**src/rtl/cpu_trace_pkg.sv**
```systemverilog
// Shared definitions for the simple16 trace capture block: FSM encoding,
// capture-mode constants and the bit offsets of each field in a trace entry.
package cpu_trace_pkg;

    // Capture controller states; the numeric values are visible on the state port.
    typedef enum logic [1:0] {
        ST_IDLE = 2'd0,
        ST_RUN  = 2'd1,
        ST_DONE = 2'd2
    } state_t;

    // cfg_mode values.
    localparam logic MODE_PERIODIC = 1'b0;
    localparam logic MODE_WRONLY   = 1'b1;

    // Default field widths for the simple16 core.
    localparam int TRC_TS_W   = 16;
    localparam int TRC_DATA_W = 16;
    localparam int TRC_ADDR_W = 3;

    // Entry layout, MSB to LSB: {ts, pc, alu_y, we, waddr, wdata}.
    // These offsets give the LSB position of each field.
    localparam int OFF_WDATA   = 0;
    localparam int OFF_WADDR   = OFF_WDATA + TRC_DATA_W;
    localparam int OFF_WE      = OFF_WADDR + TRC_ADDR_W;
    localparam int OFF_ALU     = OFF_WE + 1;
    localparam int OFF_PC      = OFF_ALU + TRC_DATA_W;
    localparam int OFF_TS      = OFF_PC + TRC_DATA_W;
    localparam int TRC_ENTRY_W = OFF_TS + TRC_TS_W;

    // Entry width for an arbitrary set of field widths.
    function automatic int entry_width(int ts_w, int data_w, int addr_w);
        return ts_w + 3 * data_w + addr_w + 1;
    endfunction

endpackage

```
**src/rtl/trace_ring.sv**
```systemverilog
// Ring buffer of trace entries. A push into a full ring overwrites the oldest
// entry (the read pointer moves along with the write pointer) and flags it on
// ovw_o. Flush clears pointers and count; storage is left untouched.
module trace_ring #(
    parameter int DEPTH = 16,
    parameter int WIDTH = 68
) (
    input  logic                    clk,
    input  logic                    rst_n,
    input  logic                    push_i,
    input  logic [WIDTH-1:0]        push_data_i,
    input  logic                    pop_i,
    input  logic                    flush_i,
    output logic [WIDTH-1:0]        rd_data_o,
    output logic [$clog2(DEPTH):0]  count_o,
    output logic                    ovw_o
);
    localparam int PTR_W = $clog2(DEPTH);
    localparam int CNT_W = PTR_W + 1;

    logic [WIDTH-1:0] mem_q [DEPTH];
    logic [PTR_W-1:0] wr_ptr_q, wr_ptr_d;
    logic [PTR_W-1:0] rd_ptr_q, rd_ptr_d;
    logic [CNT_W-1:0] count_q, count_d;
    logic             do_pop, full, ovw;

    assign do_pop = pop_i && (count_q != '0);
    assign full   = (count_q == CNT_W'(DEPTH));
    assign ovw    = push_i && full && !do_pop;

    // Pointer and occupancy next-state; flush overrides any push or pop.
    always_comb begin
        wr_ptr_d = wr_ptr_q;
        rd_ptr_d = rd_ptr_q;
        count_d  = count_q;
        if (flush_i) begin
            wr_ptr_d = '0;
            rd_ptr_d = '0;
            count_d  = '0;
        end else begin
            if (push_i)
                wr_ptr_d = wr_ptr_q + 1'b1;
            if (do_pop || ovw)
                rd_ptr_d = rd_ptr_q + 1'b1;
            if (push_i && !ovw && !do_pop)
                count_d = count_q + 1'b1;
            else if (do_pop && !push_i)
                count_d = count_q - 1'b1;
        end
    end

    // Pointer and count registers.
    always_ff @(posedge clk or negedge rst_n) begin
        if (!rst_n) begin
            wr_ptr_q <= '0;
            rd_ptr_q <= '0;
            count_q  <= '0;
        end else begin
            wr_ptr_q <= wr_ptr_d;
            rd_ptr_q <= rd_ptr_d;
            count_q  <= count_d;
        end
    end

    // Entry storage, not reset.
    always_ff @(posedge clk) begin
        if (push_i && !flush_i)
            mem_q[wr_ptr_q] <= push_data_i;
    end

    assign rd_data_o = mem_q[rd_ptr_q];
    assign count_o   = count_q;
    assign ovw_o     = ovw && !flush_i;

endmodule

```
**src/rtl/cpu_trace_buffer.sv**
```systemverilog
// Trace capture for the simple16 observation ports. Snapshots are timestamped
// and pushed into trace_ring while running, then streamed out oldest-first
// over a valid/ready port once capture is finished.
module cpu_trace_buffer
    import cpu_trace_pkg::*;
#(
    parameter int DATA_W   = 16,
    parameter int ADDR_W   = 3,
    parameter int DEPTH    = 16,
    parameter int TS_W     = 16,
    parameter int STRIDE_W = 8
) (
    input  logic                              clk,
    input  logic                              rst_n,
    input  logic [DATA_W-1:0]                 obs_pc,
    input  logic [DATA_W-1:0]                 obs_alu_y,
    input  logic                              obs_reg_we,
    input  logic [ADDR_W-1:0]                 obs_reg_waddr,
    input  logic [DATA_W-1:0]                 obs_reg_wdata,
    input  logic                              cfg_mode,
    input  logic                              cfg_wrap,
    input  logic [STRIDE_W-1:0]               cfg_stride,
    input  logic                              arm,
    input  logic                              stop,
    output logic                              rd_valid,
    input  logic                              rd_ready,
    output logic [TS_W+3*DATA_W+ADDR_W:0]     rd_data,
    output logic [1:0]                        state,
    output logic [$clog2(DEPTH):0]            count,
    output logic                              overflow
);
    localparam int ENTRY_W = TS_W + 3 * DATA_W + ADDR_W + 1;
    localparam int CNT_W   = $clog2(DEPTH) + 1;

    state_t              state_q, state_d;
    logic                mode_q, wrap_q;
    logic [STRIDE_W-1:0] stride_q;
    logic [STRIDE_W-1:0] scnt_q, scnt_d;
    logic [TS_W-1:0]     ts_q, ts_d;
    logic                ovf_q, ovf_d;

    logic                start, capture, push, pop, flush;
    logic                last_slot, valid_out;
    logic [ENTRY_W-1:0]  entry, ring_data;
    logic [CNT_W-1:0]    ring_count;
    logic                ring_ovw;

    assign entry     = {ts_q, obs_pc, obs_alu_y, obs_reg_we, obs_reg_waddr, obs_reg_wdata};
    assign last_slot = (ring_count == CNT_W'(DEPTH - 1));
    assign valid_out = (state_q == ST_DONE) && (ring_count != '0);

    // Capture qualification: stride counter at zero, or a register write.
    always_comb begin
        capture = 1'b0;
        if (state_q == ST_RUN)
            capture = (mode_q == MODE_WRONLY) ? obs_reg_we : (scnt_q == '0);
    end

    // FSM next-state and ring control.
    always_comb begin
        state_d = state_q;
        start   = 1'b0;
        push    = 1'b0;
        pop     = 1'b0;
        flush   = 1'b0;
        case (state_q)
            ST_IDLE: begin
                if (arm) begin
                    state_d = ST_RUN;
                    start   = 1'b1;
                    flush   = 1'b1;
                end
            end
            ST_RUN: begin
                push = capture;
                // stop beats arm; the qualifying capture still goes in.
                if (stop)
                    state_d = ST_DONE;
                else if (capture && !wrap_q && last_slot)
                    state_d = ST_DONE;
            end
            ST_DONE: begin
                // arm discards what is left, even if a pop would also fire.
                if (arm) begin
                    state_d = ST_RUN;
                    start   = 1'b1;
                    flush   = 1'b1;
                end else if (valid_out && rd_ready) begin
                    pop = 1'b1;
                    if (ring_count == CNT_W'(1))
                        state_d = ST_IDLE;
                end
            end
            default: state_d = ST_IDLE;
        endcase
    end

    // Timestamp, stride counter and sticky overflow next-state.
    always_comb begin
        ts_d   = ts_q;
        scnt_d = scnt_q;
        ovf_d  = ovf_q;
        if (start) begin
            ts_d   = '0;
            scnt_d = '0;
            ovf_d  = 1'b0;
        end else if (state_q == ST_RUN) begin
            ts_d = ts_q + 1'b1;
            if (mode_q == MODE_PERIODIC)
                scnt_d = (scnt_q >= stride_q - 1'b1) ? '0 : scnt_q + 1'b1;
            if (ring_ovw)
                ovf_d = 1'b1;
        end
    end

    // State, counters and overflow registers.
    always_ff @(posedge clk or negedge rst_n) begin
        if (!rst_n) begin
            state_q <= ST_IDLE;
            ts_q    <= '0;
            scnt_q  <= '0;
            ovf_q   <= 1'b0;
        end else begin
            state_q <= state_d;
            ts_q    <= ts_d;
            scnt_q  <= scnt_d;
            ovf_q   <= ovf_d;
        end
    end

    // Configuration latched on the arm edge; a zero stride behaves as one.
    always_ff @(posedge clk or negedge rst_n) begin
        if (!rst_n) begin
            mode_q   <= MODE_PERIODIC;
            wrap_q   <= 1'b0;
            stride_q <= STRIDE_W'(1);
        end else if (start) begin
            mode_q   <= cfg_mode;
            wrap_q   <= cfg_wrap;
            stride_q <= (cfg_stride == '0) ? STRIDE_W'(1) : cfg_stride;
        end
    end

    trace_ring #(
        .DEPTH (DEPTH),
        .WIDTH (ENTRY_W)
    ) u_ring (
        .clk         (clk),
        .rst_n       (rst_n),
        .push_i      (push),
        .push_data_i (entry),
        .pop_i       (pop),
        .flush_i     (flush),
        .rd_data_o   (ring_data),
        .count_o     (ring_count),
        .ovw_o       (ring_ovw)
    );

    assign rd_valid = valid_out;
    assign rd_data  = valid_out ? ring_data : '0;
    assign state    = state_q;
    assign count    = ring_count;
    assign overflow = ovf_q;

endmodule

```
**config.mk**
```make
export PLATFORM = sky130hd
export DESIGN_NAME = cpu_trace_buffer
export DESIGN_NICKNAME = d
export VERILOG_FILES = /design/src/rtl/cpu_trace_pkg.sv /design/src/rtl/trace_ring.sv /design/src/rtl/cpu_trace_buffer.sv
export SDC_FILE = /design/constraint.sdc
export NUM_CORES = 1
export LEC_CHECK = 0
export CORE_MARGIN = 8
export CORE_UTILIZATION = 28
export DETAILED_ROUTE_END_ITERATION = 10
export GPL_TIMING_DRIVEN = 0
export PLACE_DENSITY = 0.43
export SKIP_CTS_REPAIR_TIMING = 1
export SYNTH_ARGS = -nofsm -noshare
export SYNTH_HDL_FRONTEND = slang
export SYNTH_SLANG_ARGS = --single-unit
```
**constraint.sdc**
```tcl
create_clock -name clk -period 4.87 [get_ports clk]
set_clock_uncertainty 0.05 [all_clocks]
set_input_delay 1.461 -clock clk [delete_from_list [all_inputs] [get_ports clk]]
set_output_delay 1.461 -clock clk [all_outputs]
set_load 0.02 [all_outputs]
```
==> flow_summary.ini, run 1 <==
[clocking]
cts_root_buffer = clkbuf_16
numCtsBuffers = 131
cts_buffer_depth = 3
cts_tree = done
path_clk_slew_ps = 60
clock_sink_count = 1138
h-tree-depth = 4
clock_latency_ps = 750

[route]
wl_met3_um = 5180
drt_iter0_markers = 1584
top_layer = met4
antenna_left = 0
wl_met1_um = 52800
firstDrtPassIters = 5
drt-total-wl_um = 119000
drc_errors = 0
vias_per_cell = 4.75
routedWlPerCell_um = 27.3
via_count = 20789
wl_met2_um = 59100

[yosys]
ys_ff_latch = 1138
synthDistinctLibCells = 50
synth_fp_nets = 2000
yosysMostFrequentCell = edfxtp_1
synth.cell_area_um2 = 44100
synthTopCellsByArea = edfxtp_1, mux4_2, dfrtp_1
async_flop_share_pct = 4.39
yosysSeqAreaShare_pct = 76.9
synthCells = 1911
yosys-top-cells-count = edfxtp_1, mux4_2, nor2b_1
synthFlopType = edfxtp_1
yosysWarnings = 0
synth_edf_count = 1088
synth_top_area_cell = edfxtp_1
syn_avg_cell_area_um2 = 23.1
synth_top_area_share_pct = 74.1

[place]
dp_hpwl_um = 70700
io_buffers = 143
gp_congestion = 0.718
dp_cells = 4147
placed_cell_area_um2 = 49000

[global_routing]
grt_pass1_vias = 22973
track_usage_pct = 14.0
grt_max_degree = 34
antenna_found_initial = 8
gr-total-overflow = 0
grt_pass1_wl_um = 169000

[setup_path]
arrival_ps = 3530
crit_path_top_delay_cell = clkdlybuf4s50_1
criticalPathCategory = reg -> out
cp.required_ps = 3360
cp-end-kind = output pin
crit_fanout = 10
critPathMaxStageDelay_ps = 550
cp_top_family = buffers and inverters
startpoint_type = flop
crit_path_frequent_cell = mux4_2
cp_num_buf_inv = 4
worstPathCellList = clkbuf_4, buf_12, buf_8, mux4_2, mux4_2, nor2b_1, clkdlybuf4s50_1

[cells_and_area]
postLayoutCellArea_um2 = 53800
fin_cells = 4381
finalNetCount = 2311
fillCellCount = 14595
antenna_cells = 0
fin_util_pct = 34.4
drive_gt1_share_pct = 29.1
area_growth_pct = 21.9

[pwr]
power_mw = 24.3
peakVddDrop_mv = 0.295
intPower_mw = 18.4
p_leak_nw = 17.5
p_switching_mw = 5.92
switching_share_pct = 24.4
p_comb_share_pct = 15.1
p_clk_share_pct = 38.7
seq_power_share_pct = 46.2
p_per_area_nw_per_um2 = 452

[die]
core_area_um2 = 156000
start_util_pct = 28.2
io_pins = 144
fp.dieH_um = 413
rows = 145
die_width_um = 413
dieArea_um2 = 171000

[timing]
hold_viol = 0
setup_violations = 5
whs_ps = 459
setup_ws_ps = -170
relSlewSlack_pct = 28.6
period_share_pct = 103
slew_violations = 0
worst_slew_pin_slew_ps = 1060
fin_crit_ps = 5040
max_freq_mhz = 198
rsz0062_at_grt = yes

[outcome]
violations = setup timing
outcome = finished, violations left

[run]
max_cap_violations = 0

[worst_hold_path]
hp-class = reg -> reg
[cells by family after synthesis]
kind of cell / after synthesis / synth area share (%)
compound gates: 58 / 0.822
xor+xnor: 15 / 0.298
fa+ha+maj: 22 / 0.624
buf+inv: 111 / 1.12
flops: 1138 / 76.9
mux: 349 / 17.6
simple gates: 218 / 2.69
[area by class of cell]
class	count	area [um2]	share of cell area [%]
plain buffers	94	913	1.70
clock buffers	171	3580	6.67
clock inverters	63	524	0.975
inverters	15	56.3	0.105
multi-input cells	662	9760	18.2
flip-flops and latches	1138	33900	63.1
well taps	2058	2570	4.79
repair buffers	180	2420	4.51
[path summary, 6_finish.rpt]
path,from,endpoint,slack [ps],depth (start not counted)
max,u_ring.rd_ptr_q[0],rd_data[45],-170,7
min,overflow,overflow,460,2
max reg2reg,scnt_q[0],u_ring.mem_q[15][33],1230,9
min reg2reg,overflow,overflow,460,2
max in group asynchronous,rst_n,u_ring.rd_ptr_q[2],3510,2
min in group asynchronous,rst_n,wrap_q,660,1
[tightest hold or removal path, cell delays in order, from the launching register on]
cell,delay (ps)
dfrtp_1,350
a21oi_1,50
nor2_1,70
[placed cells by master (no fill, tap or decap), types with 6 or more instances in the layout]
master,instances
a21oi_1,11
a31oi_1,7
and2_4,12
buf_12,27
buf_16,21
buf_8,19
bufinv_16,6
clkbuf_1,40
clkbuf_16,135
clkbuf_2,21
clkbuf_4,33
clkbuf_8,7
clkdlybuf4s50_1,78
clkinv_1,24
clkinv_2,17
dfrtp_1,46
dlymetal6s2s_1,57
edfxtp_1,1088
ha_1,21
inv_1,14
inv_6,10
mux2i_1,9
mux4_2,340
nand2_1,53
nand3_1,18
nand4_1,7
nor2_1,22
nor2b_1,64
nor2b_2,6
o21ai_0,17
xnor2_1,7
xor2_1,8
[layer usage]
metal	vias up	GRT usage [%]
li1	8751	-
met4	0	3.75
met1	11352	18.8
met2	528	23.3
met3	158	2.69
met5	-	0
[power groups by stage]
| stage | logic [mW] | registers (mW) | clock network [mW] |
|---|---|---|---|
| global placement | 3.44 | 11.4 | 0 |
| detailed placement | 3.57 | 11.4 | 0 |
| finish | 3.68 | 11.2 | 9.41 |
| global route | 3.98 | 11.2 | 10.0 |
| floorplan | 2.22 | 11.4 | 0 |
| CTS | 3.58 | 11.2 | 9.67 |
[stage by stage]
step	TNS [ps]	setup slack, ps
after floorplan	0	669
after global placement	-3602200	-3320
after detailed placement	-84450	-681
after CTS	-93750	-1520
after global routing	-1330	-300
final	-630	-170
[registers in the layout (all words and copies together), names as in the netlist]
name / flops
u_ring.count_o: 5
overflow: 1
stride_q: 8
u_ring.mem_q: 1088
state: 2
mode_q: 1
u_ring.wr_ptr_q: 4
wrap_q: 1
u_ring.rd_ptr_q: 4
scnt_q: 8
ts_q: 16
No activity file was read; power rests on OpenSTA's default activity.
==> run 2, diff against run 1 <==
--- a/config.mk
+++ b/config.mk
@@ -5,7 +5,8 @@
 export SDC_FILE = /design/constraint.sdc
 export NUM_CORES = 1
 export LEC_CHECK = 0
-export CORE_MARGIN = 8
+export ABC_CLOCK_PERIOD_IN_PS = 4870
+export CORE_MARGIN = 3
 export CORE_UTILIZATION = 28
 export DETAILED_ROUTE_END_ITERATION = 10
 export GPL_TIMING_DRIVEN = 0
==> flow_summary.ini, run 2 (synthesis gave the netlist of run 1 again) <==
[outcome]
violations = setup timing
outcome = finished, violations left

[setup_path]
cp.required_ps = 3360
crit_path_frequent_cell = mux4_2
ff2ff_path_depth = 9
critPathMaxStageDelay_ps = 540
criticalPathCategory = reg -> out
worstPathCellList = clkbuf_4, buf_12, buf_8, mux4_2, mux4_2, nor2b_1, clkdlybuf4s50_1
arrival_ps = 3500
crit_path_top_delay_cell = clkdlybuf4s50_1
cp-end-kind = output pin
startpoint_type = flop
crit_fanout = 10

[die]
rows = 145
dieArea_um2 = 162000
die_width_um = 403
io_pins = 144
fp.dieH_um = 403
start_util_pct = 28.2
core_area_um2 = 156000

[cells_and_area]
postLayoutCellArea_um2 = 53400
fillCellCount = 14596
largestRegisters = u_ring.mem_q: 1088 flops, ts_q: 16 flops
largest_register = u_ring.mem_q
finalNetCount = 2295
final_cell_mix = edfxtp_1, mux4_2, clkbuf_16, clkdlybuf4s50_1, dlymetal6s2s_1
fin_cells = 4367
drive_gt1_share_pct = 28.0
final_common_cell = edfxtp_1
largest_reg_flops = 1088
area_growth_pct = 21.1

[clocking]
path_clk_slew_ps = 60
cts_root_buffer = clkbuf_16
clock_sink_count = 1138
cts_tree = done
cts_buffer_depth = 3
h-tree-depth = 3
numCtsBuffers = 120
clock_latency_ps = 730

[global_routing]
busiest_layer = met2
use_met3_pct = 1.92
met1_usage_pct = 20.2
grtUsageMet2_pct = 23.9
gr-total-overflow = 0
grt_pass1_vias = 22418
grt_pass1_wl_um = 167000
grt_max_degree = 36
track_usage_pct = 14.5
antenna_found_initial = 6

[route]
vias_per_cell = 4.71
firstDrtPassIters = 5
drc_errors = 0
routedWlPerCell_um = 26.9
via_count = 20578
drt_iter0_markers = 1929
antenna_left = 0
drt-total-wl_um = 117000

[timing]
setup_violations = 1
setup_ws_ps = -144
rsz0062_at_grt = yes
period_share_pct = 103
worst_slew_pin_slew_ps = 1110
relSlewSlack_pct = 25.3
slew_violations = 0
max_freq_mhz = 199
fin_crit_ps = 5010
hold_viol = 0

[place]
io_buffers = 143
dp_cells = 4143
placed_cell_area_um2 = 48900
gp_congestion = 0.723
dp_hpwl_um = 68600
pre_cts_ws_ps = -640

[pwr]
p_leak_nw = 17.5
p_per_area_nw_per_um2 = 446
peakVddDrop_mv = 0.281

[run]
max_cap_violations = 0

[worst_hold_path]
hp-class = reg -> reg
holdPathStages = 2
run 2: per-stage QoR:
step / power (mW) / hold WS (ps) / setup TNS, ps / util, %
6_report: 23.8 / 471 / -144 / 34.2
5_1_grt: 24.8 / 498 / -633 / 34.2
4_1_cts: 24.0 / 470 / -90590 / 33.7
3_5_place_dp: 14.9 / 455 / -114890 / 31.3
3_3_place_gp: 14.9 / 453 / -3590970 / 30.8
2_1_floorplan: 13.6 / 417 / 0 / -
run 2: final timing paths:
path	from	end	slack (ps)
setup / recovery	u_ring.rd_ptr_q[0]	rd_data[13]	-140
hold / removal	stride_q[7]	stride_q[7]	470
setup reg to reg	scnt_q[0]	u_ring.mem_q[10][17]	1130
hold reg to reg	stride_q[7]	stride_q[7]	470
max in group asynchronous	rst_n	u_ring.rd_ptr_q[2]	3590
min in group asynchronous	rst_n	u_ring.count_o[0]	610
run 2: layer usage:
layer / share of wire, % / routed length, um
met1: 45 / 52900
met2: 49 / 57600
met3: 4.0 / 4760
met4: 1.8 / 2140
met5: 0 / 0
run 2: where the power goes:
| group | total (mW) | leakage [nW] | switching (mW) | internal (mW) |
|---|---|---|---|---|
| clock network | 8.97 | 1.89 | 3.80 | 5.17 |
| registers | 11.2 | 10.5 | 0.188 | 11.0 |
| logic | 3.63 | 5.12 | 1.81 | 1.82 |
| total | 23.8 | 17.5 | 5.80 | 18.0 |
run 2: layout make-up:
cell class / count / area [um2] / area share, %
well taps: 2058 / 2570 / 4.82
flip-flops and latches: 1138 / 33900 / 63.5
repair buffers: 175 / 2350 / 4.40
diodes: 2 / 5.00 / 0.00937
clock inverters: 83 / 751 / 1.41
multi-input cells: 662 / 9750 / 18.2
clock buffers: 140 / 3100 / 5.80
inverters: 15 / 56.3 / 0.105
plain buffers: 94 / 911 / 1.71
run 2: critical path, delay by kind of cell, from the launching register on:
kind                   cells  cell delay (ps)
buffers and inverters      4             1190
flip-flops                 1              390
AND/OR/NAND/NOR            1              150
multiplexers               2             1030
==> run 3, diff against run 2 <==
--- a/config.mk
+++ b/config.mk
@@ -6,11 +6,14 @@
 export NUM_CORES = 1
 export LEC_CHECK = 0
 export ABC_CLOCK_PERIOD_IN_PS = 4870
+export CELL_PAD_IN_SITES_DETAIL_PLACEMENT = 0
+export CELL_PAD_IN_SITES_GLOBAL_PLACEMENT = 2
+export CORE_ASPECT_RATIO = 0.75
 export CORE_MARGIN = 3
 export CORE_UTILIZATION = 28
 export DETAILED_ROUTE_END_ITERATION = 10
 export GPL_TIMING_DRIVEN = 0
-export PLACE_DENSITY = 0.43
+export PLACE_DENSITY = 0.5
 export SKIP_CTS_REPAIR_TIMING = 1
 export SYNTH_ARGS = -nofsm -noshare
 export SYNTH_HDL_FRONTEND = slang
==> flow_summary.ini, run 3 (synthesis gave the netlist of run 1 again) <==
[outcome]
outcome = finished, violations left
violations = setup timing

[clocking]
h-tree-depth = 3
clock_latency_ps = 720
cts_buffer_depth = 3
numCtsBuffers = 117
cts_tree = done
clock_sink_count = 1138
cts_root_buffer = clkbuf_16
path_clk_slew_ps = 60

[place]
gp_congestion = 0.701
dp_cells = 4177
dp_hpwl_um = 69100
io_buffers = 143

[die]
core_area_um2 = 156000
start_util_pct = 28.4
io_pins = 144
die_width_um = 464
fp.dieH_um = 350
rows = 125
dieArea_um2 = 162000

[cells_and_area]
largestRegisters = u_ring.mem_q: 1088 flops, ts_q: 16 flops
largest_register = u_ring.mem_q
drive_gt1_share_pct = 28.3
largest_reg_flops = 1088
fin_cells = 4407
area_growth_pct = 21.5
final_cell_mix = edfxtp_1, mux4_2, clkbuf_16, clkdlybuf4s50_1, dlymetal6s2s_1
final_common_cell = edfxtp_1
finalNetCount = 2295

[pwr]
p_per_area_nw_per_um2 = 449
p_switching_mw = 5.93
p_leak_nw = 17.6
switching_share_pct = 24.6
intPower_mw = 18.2
seq_power_share_pct = 46.6
p_clk_share_pct = 37.9
peakVddDrop_mv = 0.329
p_comb_share_pct = 15.6

[timing]
setup_violations = 1
hold_viol = 0
max_freq_mhz = 201
whs_ps = 460
worst_slew_pin_slew_ps = 1120
rsz0062_at_grt = yes
slew_violations = 0
relSlewSlack_pct = 24.4
setup_ws_ps = -103
period_share_pct = 102
fin_crit_ps = 4970

[setup_path]
startpoint_type = flop
criticalPathCategory = reg -> out
crit_fanout = 10
cp.required_ps = 3360
cp-end-kind = output pin
regToRegSetupSlack_ps = 1000
worst_r2r_endpoint = u_ring.mem_q[6][3]
r2r-start = scnt_q[0]
arrival_ps = 3460
ff2ff_path_depth = 8

[worst_hold_path]
hp-class = reg -> reg
hold_path_end = stride_q[7]
holdPathStages = 2
min_from = stride_q[7]

[global_routing]
grt_max_degree = 39
gr-total-overflow = 0
antenna_found_initial = 9
grt_pass1_vias = 22275
grt_pass1_wl_um = 170000
track_usage_pct = 14.8

[route]
wl_met1_um = 56700
antenna_left = 0
wl_met2_um = 57900
drt-total-wl_um = 121000
vias_per_cell = 4.73
drc_errors = 0
top_layer = met5
wl_met3_um = 4740
routedWlPerCell_um = 27.5
drt_iter0_markers = 1938
firstDrtPassIters = 7
via_count = 20858

[run]
max_cap_violations = 0
## run 3: per-layer routing
layer	vias to the layer above	GRT usage (%)
met3	154	2.70
met4	2	3.19
met5	-	0
li1	8718	-
met1	11535	20.9
met2	449	24.0
## run 3: per-stage QoR
stage	total power, mW	setup WS, ps	util [%]	area [um2]	setup TNS (ps)
3_3_place_gp	14.9	-3600	31.0	48200	-3865310
6_report	24.1	-103	34.4	53600	-103
3_5_place_dp	15.0	-777	31.4	48900	-240590
4_1_cts	24.2	-1630	33.9	52800	-91850
5_1_grt	25.1	-245	34.4	53600	-253
2_1_floorplan	13.6	669	-	44100	0
## run 3: how the worst max path moves through the flow
stage / from / to / slack [ps] / depth (start not counted)
global route: u_ring.rd_ptr_q[0] / rd_data[8] / -250 / 7
finish: u_ring.rd_ptr_q[0] / rd_data[8] / -100 / 7
global placement: obs_reg_we / u_ring.mem_q[5][32] / -3600 / 5
CTS: u_ring.rd_ptr_q[1] / rd_data[66] / -1630 / 6
floorplan: obs_reg_we / u_ring.mem_q[10][0] / 670 / 4
detailed placement: u_ring.rd_ptr_q[1] / rd_data[66] / -780 / 6
## run 3: area by class of cell
class	count	area [um2]
Clock inverter	72	783
Sequential cell	1138	33900
Antenna cell	4	10.0
Tap cell	2095	2620
Fill cell	14369	102000
Multi-Input combinational cell	662	9770
Clock buffer	149	3100
Inverter	15	56.3
Buffer	94	906
Timing Repair Buffer	178	2410
## run 3: power groups by stage
stage               registers (mW)  clock network [mW]  logic, mW
floorplan                     11.4                   0       2.22
global placement              11.4                   0       3.49
detailed placement            11.4                   0       3.58
CTS                           11.2                9.36       3.60
global route                  11.2                9.80       4.05
finish                        11.2                9.12       3.75
## run 3: critical path, cell delays in order (launching register included)
cell and delay, ps:
dfrtp_1 400, buf_8 180, clkbuf_16 210, buf_8 210, mux4_2 540, mux4_2 490
nor2b_1 150, clkdlybuf4s50_1 540
